<file path="src/rtl/fanout_tally.sv">
// Per-net sink tally over a netlist pin stream, dumped as (net, fanout, high) in ascending net order.
// Latency: N-cycle table clear after start, 1 record/cycle accumulate, 1 cycle per skipped entry on dump.
// Backpressure: in_ready only while accumulating; dump holds each result until out_ready. Option: FANOUT_DRIVER_CHECK_EN.
module fanout_tally #(
    parameter int NET_ID_W  = 8,
    parameter int CNT_W     = 8,
    parameter int HF_THRESH = 4
) (
    input  logic                clk,
    input  logic                rst_n,
    input  logic                start,
    output logic                busy,
    input  logic                in_valid,
    output logic                in_ready,
    input  logic [NET_ID_W-1:0] in_net_id,
    input  logic                in_is_sink,
    input  logic                in_last,
    output logic                out_valid,
    input  logic                out_ready,
    output logic [NET_ID_W-1:0] out_net_id,
    output logic [CNT_W-1:0]    out_fanout,
    output logic                out_high,
    output logic                done,
    output logic                err_multi_drv
);

    localparam int                N        = 1 << NET_ID_W;
    localparam logic [NET_ID_W-1:0] ADDR_MAX = {NET_ID_W{1'b1}};
    localparam logic [CNT_W-1:0]  CNT_MAX  = {CNT_W{1'b1}};
    localparam logic [CNT_W:0]    HF_T     = HF_THRESH[CNT_W:0];

    typedef enum logic [2:0] {
        S_IDLE,
        S_CLEAR,
        S_ACCUM,
        S_DUMP,
        S_DONE
    } state_t;

    state_t              state_q, state_d;
    logic [NET_ID_W-1:0] addr_q, addr_d;
    logic                busy_q, busy_d;
    logic                in_ready_q, in_ready_d;
    logic                done_q, done_d;

    logic [CNT_W-1:0]    cnt_q [N];
    logic [N-1:0]        drv_q;

    logic                wr_en;
    logic [NET_ID_W-1:0] wr_addr;
    logic [CNT_W-1:0]    wr_cnt;
    logic                wr_drv;

    logic [CNT_W-1:0]    rd_cnt;
    logic                rd_drv;
    logic                entry_live;
    logic [CNT_W-1:0]    acc_cnt;
    logic                acc_drv;
    logic                dump_vld;

    // Dump port reads the scan address; accumulate port reads the incoming net.
    assign rd_cnt     = cnt_q[addr_q];
    assign rd_drv     = drv_q[addr_q];
    assign entry_live = (rd_cnt != '0) || rd_drv;
    assign acc_cnt    = cnt_q[in_net_id];
    assign acc_drv    = drv_q[in_net_id];
    assign dump_vld   = (state_q == S_DUMP) && entry_live;

    always_comb begin
        state_d = state_q;
        addr_d  = addr_q;
        wr_en   = 1'b0;
        wr_addr = addr_q;
        wr_cnt  = '0;
        wr_drv  = 1'b0;
        case (state_q)
            S_IDLE: begin
                if (start) begin
                    state_d = S_CLEAR;
                    addr_d  = '0;
                end
            end
            S_CLEAR: begin
                wr_en   = 1'b1;
                wr_addr = addr_q;
                if (addr_q == ADDR_MAX) begin
                    state_d = S_ACCUM;
                    addr_d  = '0;
                end else begin
                    addr_d = addr_q + 1'b1;
                end
            end
            S_ACCUM: begin
                if (in_valid) begin
                    wr_en   = 1'b1;
                    wr_addr = in_net_id;
                    wr_cnt  = acc_cnt;
                    wr_drv  = acc_drv;
                    if (in_is_sink) begin
                        wr_cnt = (acc_cnt == CNT_MAX) ? acc_cnt : acc_cnt + 1'b1;
                    end else begin
                        wr_drv = 1'b1;
                    end
                    if (in_last) begin
                        state_d = S_DUMP;
                        addr_d  = '0;
                    end
                end
            end
            S_DUMP: begin
                if (!entry_live || out_ready) begin
                    if (addr_q == ADDR_MAX) begin
                        state_d = S_DONE;
                    end else begin
                        addr_d = addr_q + 1'b1;
                    end
                end
            end
            S_DONE: begin
                state_d = S_IDLE;
            end
            default: begin
                state_d = S_IDLE;
            end
        endcase
        busy_d     = (state_d != S_IDLE);
        in_ready_d = (state_d == S_ACCUM);
        done_d     = (state_d == S_DONE);
    end

    always_ff @(posedge clk) begin
        if (!rst_n) begin
            state_q    <= S_IDLE;
            addr_q     <= '0;
            busy_q     <= 1'b0;
            in_ready_q <= 1'b0;
            done_q     <= 1'b0;
        end else begin
            state_q    <= state_d;
            addr_q     <= addr_d;
            busy_q     <= busy_d;
            in_ready_q <= in_ready_d;
            done_q     <= done_d;
        end
    end

    // Table has no reset: every pass clears it before use.
    always_ff @(posedge clk) begin
        if (wr_en) begin
            cnt_q[wr_addr] <= wr_cnt;
            drv_q[wr_addr] <= wr_drv;
        end
    end

    assign busy       = busy_q;
    assign in_ready   = in_ready_q;
    assign done       = done_q;
    assign out_valid  = dump_vld;
    assign out_net_id = dump_vld ? addr_q : '0;
    assign out_fanout = dump_vld ? rd_cnt : '0;
    assign out_high   = dump_vld && ({1'b0, rd_cnt} >= HF_T);

`ifdef FANOUT_DRIVER_CHECK_EN
    logic err_q, err_d;

    always_comb begin
        err_d = err_q;
        if ((state_q == S_IDLE) && start) begin
            err_d = 1'b0;
        end else if ((state_q == S_ACCUM) && in_valid && !in_is_sink && acc_drv) begin
            err_d = 1'b1;
        end
    end

    always_ff @(posedge clk) begin
        if (!rst_n) begin
            err_q <= 1'b0;
        end else begin
            err_q <= err_d;
        end
    end

    assign err_multi_drv = err_q;
`else
    assign err_multi_drv = 1'b0;
`endif

endmodule

</file>
<file path="config.mk">
export PLATFORM = sky130hd
export DESIGN_NAME = fanout_tally
export DESIGN_NICKNAME = d
export VERILOG_FILES = /design/src/rtl/fanout_tally.sv
export SDC_FILE = /design/constraint.sdc
export NUM_CORES = 2
export LEC_CHECK = 0
export ABC_CLOCK_PERIOD_IN_PS = 23100
export CAP_MARGIN = 25
export CORE_ASPECT_RATIO = 0.75
export CORE_MARGIN = 10
export CORE_UTILIZATION = 40
export CTS_CLUSTER_DIAMETER = 80
export DETAILED_ROUTE_END_ITERATION = 6
export PLACE_DENSITY = 0.55
export SLEW_MARGIN = 20
export SYNTH_ARGS = -nofsm -noshare
export SYNTH_HDL_FRONTEND = slang
export SYNTH_SLANG_ARGS = --single-unit
</file>
<file path="constraint.sdc">
create_clock -name clk -period 23.1 [get_ports clk]
set_input_delay 3.465 -clock clk [delete_from_list [all_inputs] [get_ports clk]]
set_output_delay 3.465 -clock clk [all_outputs]
set_load 0.01 [all_outputs]
</file>
== Yosys cells after proc, flatten, opt, wreduce, memory -nomap -nowiden ==
Memory sizes are Yosys's and may differ from the RTL's. A register that Yosys moved wholly into a read port is not among the register bits.
Cells that the tools add are included.
W data, S select, Z words.
Word-level totals
  word-level logic and storage cells: 75
  bits in writable memories: 2048
  flip-flop bits (word level): 270
  memories kept: 1
Memories
  cnt_q: depth 256, bits a word 8, rd ports 2, clocked after memory_dff 1, wr ports 1, line 46  | logic [CNT_W-1:0] cnt_q [N];
Operators by class
  multiplexer cells: 38
  reductions and logical operators: 11
  $lt $le $gt $ge: 5
  add/subtract/negate cells: 2
  equal/unequal tests: 12
Operators with widths (number)
  $bwmux W256: 1
  $mux W8: 16
  $pmux W8 S4: 1
  $lt A8 B9 Y1 const B: 3
  $mux W3: 6
  $add A8 B1 Y8 const B: 2
  $bmux W1 S8: 2
  $eq A8 B8 Y1 const B: 2
  $pmux W3 S4: 1
  $eq A3 B2 Y1 const B: 3
  $mux W1: 9
  $demux W1 S8: 1
  $ge A8 B1 Y1 const B: 1
  $ge A8 B3 Y1 const B: 1
  $ne A2 B2 Y1 const B: 4
  $reduce_bool A8 Y1: 1
  $reduce_and A6 Y1: 1
  $reduce_bool A4 Y1: 1
  $eq A3 B1 Y1 const B: 1
  $eq A3 B3 Y1 const B: 1
  $logic_and A1 B1 Y1: 3
  $logic_not A3 Y1: 1
  $reduce_bool A3 Y1: 1
  $logic_or A1 B1 Y1: 2
  other kinds (3): 3

== Depth between registers and ports, before layout ==
  depth in word-level cells: 9
  depth in mapped cells: 17
  mapped depth without buffers: 12

== Least setup slack after synthesis ==
No wires, ideal clock.
  kind: input-to-reg
  start: input in_net_id[1]
  end: memory cnt_q[0][3] (data pin)
  arrival time: 16.791 ns
  path slack: 4.064 ns
  cell stages on the path: 12
  buffers on the path: 4
  cell sequence: clkbuf_1 > buf_2 > clkbuf_1 > clkbuf_1 > mux4_2 > mux4_2 > a22oi_1 > a21oi_1 > or3_1 > and3_1 > nor2b_1 > a211oi_1
Between the ends
  cells in the longest elaborated chain, start to end: 6
  elaborated cells between the ends (all ways): 7
  classes of those cells: add/sub: 1; eq/ne: 1; mux: 4; memory: 1
RTL lines
  start: declaration: line 15  | input logic [NET_ID_W-1:0] in_net_id,
  $mem_v2 Z256 W8 (*)
  $add A8 B1 Y8 / $eq A8 B8 Y1 (equally long branches): line 100  | wr_cnt = (acc_cnt == CNT_MAX) ? acc_cnt : acc_cnt + 1'b1;
  $mux W8: line 100
  $mux W8 (*): line 99  | if (in_is_sink) begin
  $mux W8 (*): line 94  | if (in_valid) begin
  $mux W8 (*): line 76  | case (state_q)
  net wr_cnt[3]: line 51  | logic [CNT_W-1:0] wr_cnt;
  end: declaration: line 46
Mark *: on every way through the listed nets, which the timed path passes. The rest lies on a longest branch.

==> out/results.tsv <==
metric	value	unit
P_leak	30.60	nW
Layout fillers	22687	
Vias/cell	6.826	
Max-slew headroom	13.35	%
share of cells above drive strength 1	36.92	%
number of synthesized register bits	2326	
Post-Synthesis Cells	5426	
die area	294000	µm²
largest cells by area after synthesis	edfxtp_1 (63%), mux4_2 (26%), mux2i_1 (1.5%)	
worst-margin pin slew	1.291	ns
Yosys top cell by area	edfxtp_1	
min cycle time layout	12.09	ns
largest net degree at the start of global routing	137	
I/O pins	37	
drt pass-1 iters	7	
vias in the first global route	62081	
final hold vios	0	
Starting Density	40.30	%
top-area cell type share of the netlist area	63.48	%
period utilisation layout	52.32	%
total grt overflow	0	
ys flop type	edfxtp_1	
Critical Path Fanout Max	45	
CP max-delay cell	buf_4	
hold crit path type	flop to flop	
CTS root buf	clkbuf_16	
critical path arrival	8.62	ns
pre-CTS setup slack	10.53	ns
wire per inst	43.37	µm
antenna violations before repair	29	
top cells by count, synth	edfxtp_1 (2304), mux4_2 (1277), nor2_1 (336)	
first-pass GRT wire length	550800	µm
port bufs	35	
CTS tree	yes	
status	completed	
worst vdd ir	0.00005900	V
CTS Hold Bufs	0	
power per cell area	71.38	nW/µm²
worst skew pair latency	0.93	ns
Synth cell types	71	
TNS Setup	0	ns
Clock transition at path regs	0.06	ns
Async SR Flop Fraction	0	%
final worst clock skew	0.05942	ns
drt initial violations	10616	
setup slack, reg-to-reg	15.41	ns
chip height	472.1	µm
count leader, synth	edfxtp_1	
Area Overhead vs Synth	12.16	%
Max H-tree Level	4	
CORE AREA	270400	µm²
most numerous cell on the critical path	buf_4	
GPL Wtd Cong	0.9359	
Post-Route WL	407500	µm
final worst slack	11.01	ns
mean cell area of the mapped netlist	20.09	µm²
DIE WIDTH	622.7	µm
critical path endpoint category	output port	
Synth Cell Area	109000	µm²
crit start category	flop	
nets	5623	
register area share after synthesis	63.88	%
Rows	165	
Vias	64152	
Global Route Usage Sum	26.98	%
Crit path max-delay family	buffers and inverters	
postcts setup bufs	0	
Cell Chain, Critical Path	buf_4 > buf_4 > buf_4 > mux4_2 > mux4_2 > a211oi_1 > o211ai_1 > o311ai_2 > nand3_1 > a211oi_1 > or2_2 > inv_1 > and2_1 > clkdlybuf4s50_1	
Syn. warnings	0	
Num CTS Buffers	234	
path length in cells of the critical path	14	
ANT nets after route	0	
kind of critical path	flop to output port	
max-cap viol count	0	
Final Max Tran Viols	0	
post-cts repair resize count	0	
CP endpoint	out_net_id[2]	
Post-DP HPWL	262800	µm
maximum clock path buffer count	4	
critical path buffer and inverter count	5	
Sink Count	2326	
Syn Nets	5443	
EDFF count, synth	2304	
DRC viols	0	
final setup fails	0	
Required @ worst endpoint	19.64	ns
RSZ-0062 raised after global routing	no	
biggest cell delay along the critical path	0.80	ns
FF-to-FF path depth	13	
f_max	82.74	MHz
[per-stage QoR]
stage / area, µm² / power, mW / instances / utilization, % / hold slack, ns
5_1_grt: 122200 / 8.935 / 9382 / 45.19 / 0.6111
4_1_cts: 122000 / 8.752 / 9371 / 45.12 / 0.5582
6_report: 122200 / 8.725 / 9398 / 45.20 / 0.5634
3_5_place_dp: 114700 / 5.012 / 8950 / 42.42 / 0.5510
3_3_place_gp: 114600 / 5.012 / 8940 / 42.36 / 0.5382
2_1_floorplan: 109000 / 4.887 / 5426 / - / 0.4919
[power breakdown]
part           switching [mW]  internal (mW)  leakage [nW]  total [mW]
clock network            1.69           2.11          3.57        3.80
registers             0.00707           4.57          16.8        4.57
logic                   0.230          0.124          10.3       0.354
total                    1.93           6.80          30.6        8.73
[flip-flops by register name, indices dropped and copies added (netlist names), named ones only]
| name | count |
|---|---|
| addr_q | 8 |
| busy | 1 |
| cnt_q | 2048 |
| done | 1 |
| drv_q | 256 |
| in_ready | 1 |
| state_q | 3 |
[how the worst min path moves through the flow]
| stage | start | to | cells after the start |
|---|---|---|---|
| 3_5_place_dp | state_q[1]$_SDFF_PN0_ | state_q[1]$_SDFF_PN0_ | 1 |
| 2_1_floorplan | state_q[1]$_SDFF_PN0_ | state_q[1]$_SDFF_PN0_ | 1 |
| 4_1_cts | state_q[1]$_SDFF_PN0_ | state_q[1]$_SDFF_PN0_ | 1 |
| 6_report | state_q[1]$_SDFF_PN0_ | state_q[1]$_SDFF_PN0_ | 1 |
| 3_3_place_gp | state_q[1]$_SDFF_PN0_ | state_q[1]$_SDFF_PN0_ | 1 |
| 5_1_grt | state_q[1]$_SDFF_PN0_ | state_q[1]$_SDFF_PN0_ | 1 |
[metal layers]
metal,global-route usage [%],routed length (µm),vias up
met2,36.73,166800,4890
li1,-,-,23877
met4,9.174,16440,18
met5,0,116,-
met3,12.16,62960,779
met1,38.27,161300,34588
[cell usage in the layout (no fill, tap or decap), types with 27 or more instances in the layout]
master,n
clkbuf_1,52
clkinv_2,49
clkinv_1,49
edfxtp_1,2304
nand3_1,41
clkbuf_16,239
clkdlybuf4s50_1,31
nor2_1,227
o21ai_0,28
mux2_2,27
mux2i_1,166
a21oi_1,90
nor2_2,101
buf_4,312
nand2_1,209
mux4_2,1277
a22oi_1,126
[cells by family after synthesis]
logic type | synth area share [%]
compound gates | 2.825
xor+xnor | 0.02411
fa+ha+maj | 0.02296
buf+inv | 2.131
flops | 63.88
mux | 28.19
other cells | 0.003441
simple gates | 2.919
[final cells by class]
cell class | count | area (µm²) | share of cell area [%]
sequential | 2326 | 69660 | 56.98
inverter | 22 | 95.09 | 0.07779
clock inverter | 130 | 1142 | 0.9345
clock buffer | 291 | 6176 | 5.052
antenna | 17 | 42.54 | 0.03480
multi-input combinational | 2649 | 37510 | 30.69
tap | 3590 | 4492 | 3.674
timing repair buffer | 373 | 3126 | 2.557
No activity file was read; power rests on OpenSTA's default activity.
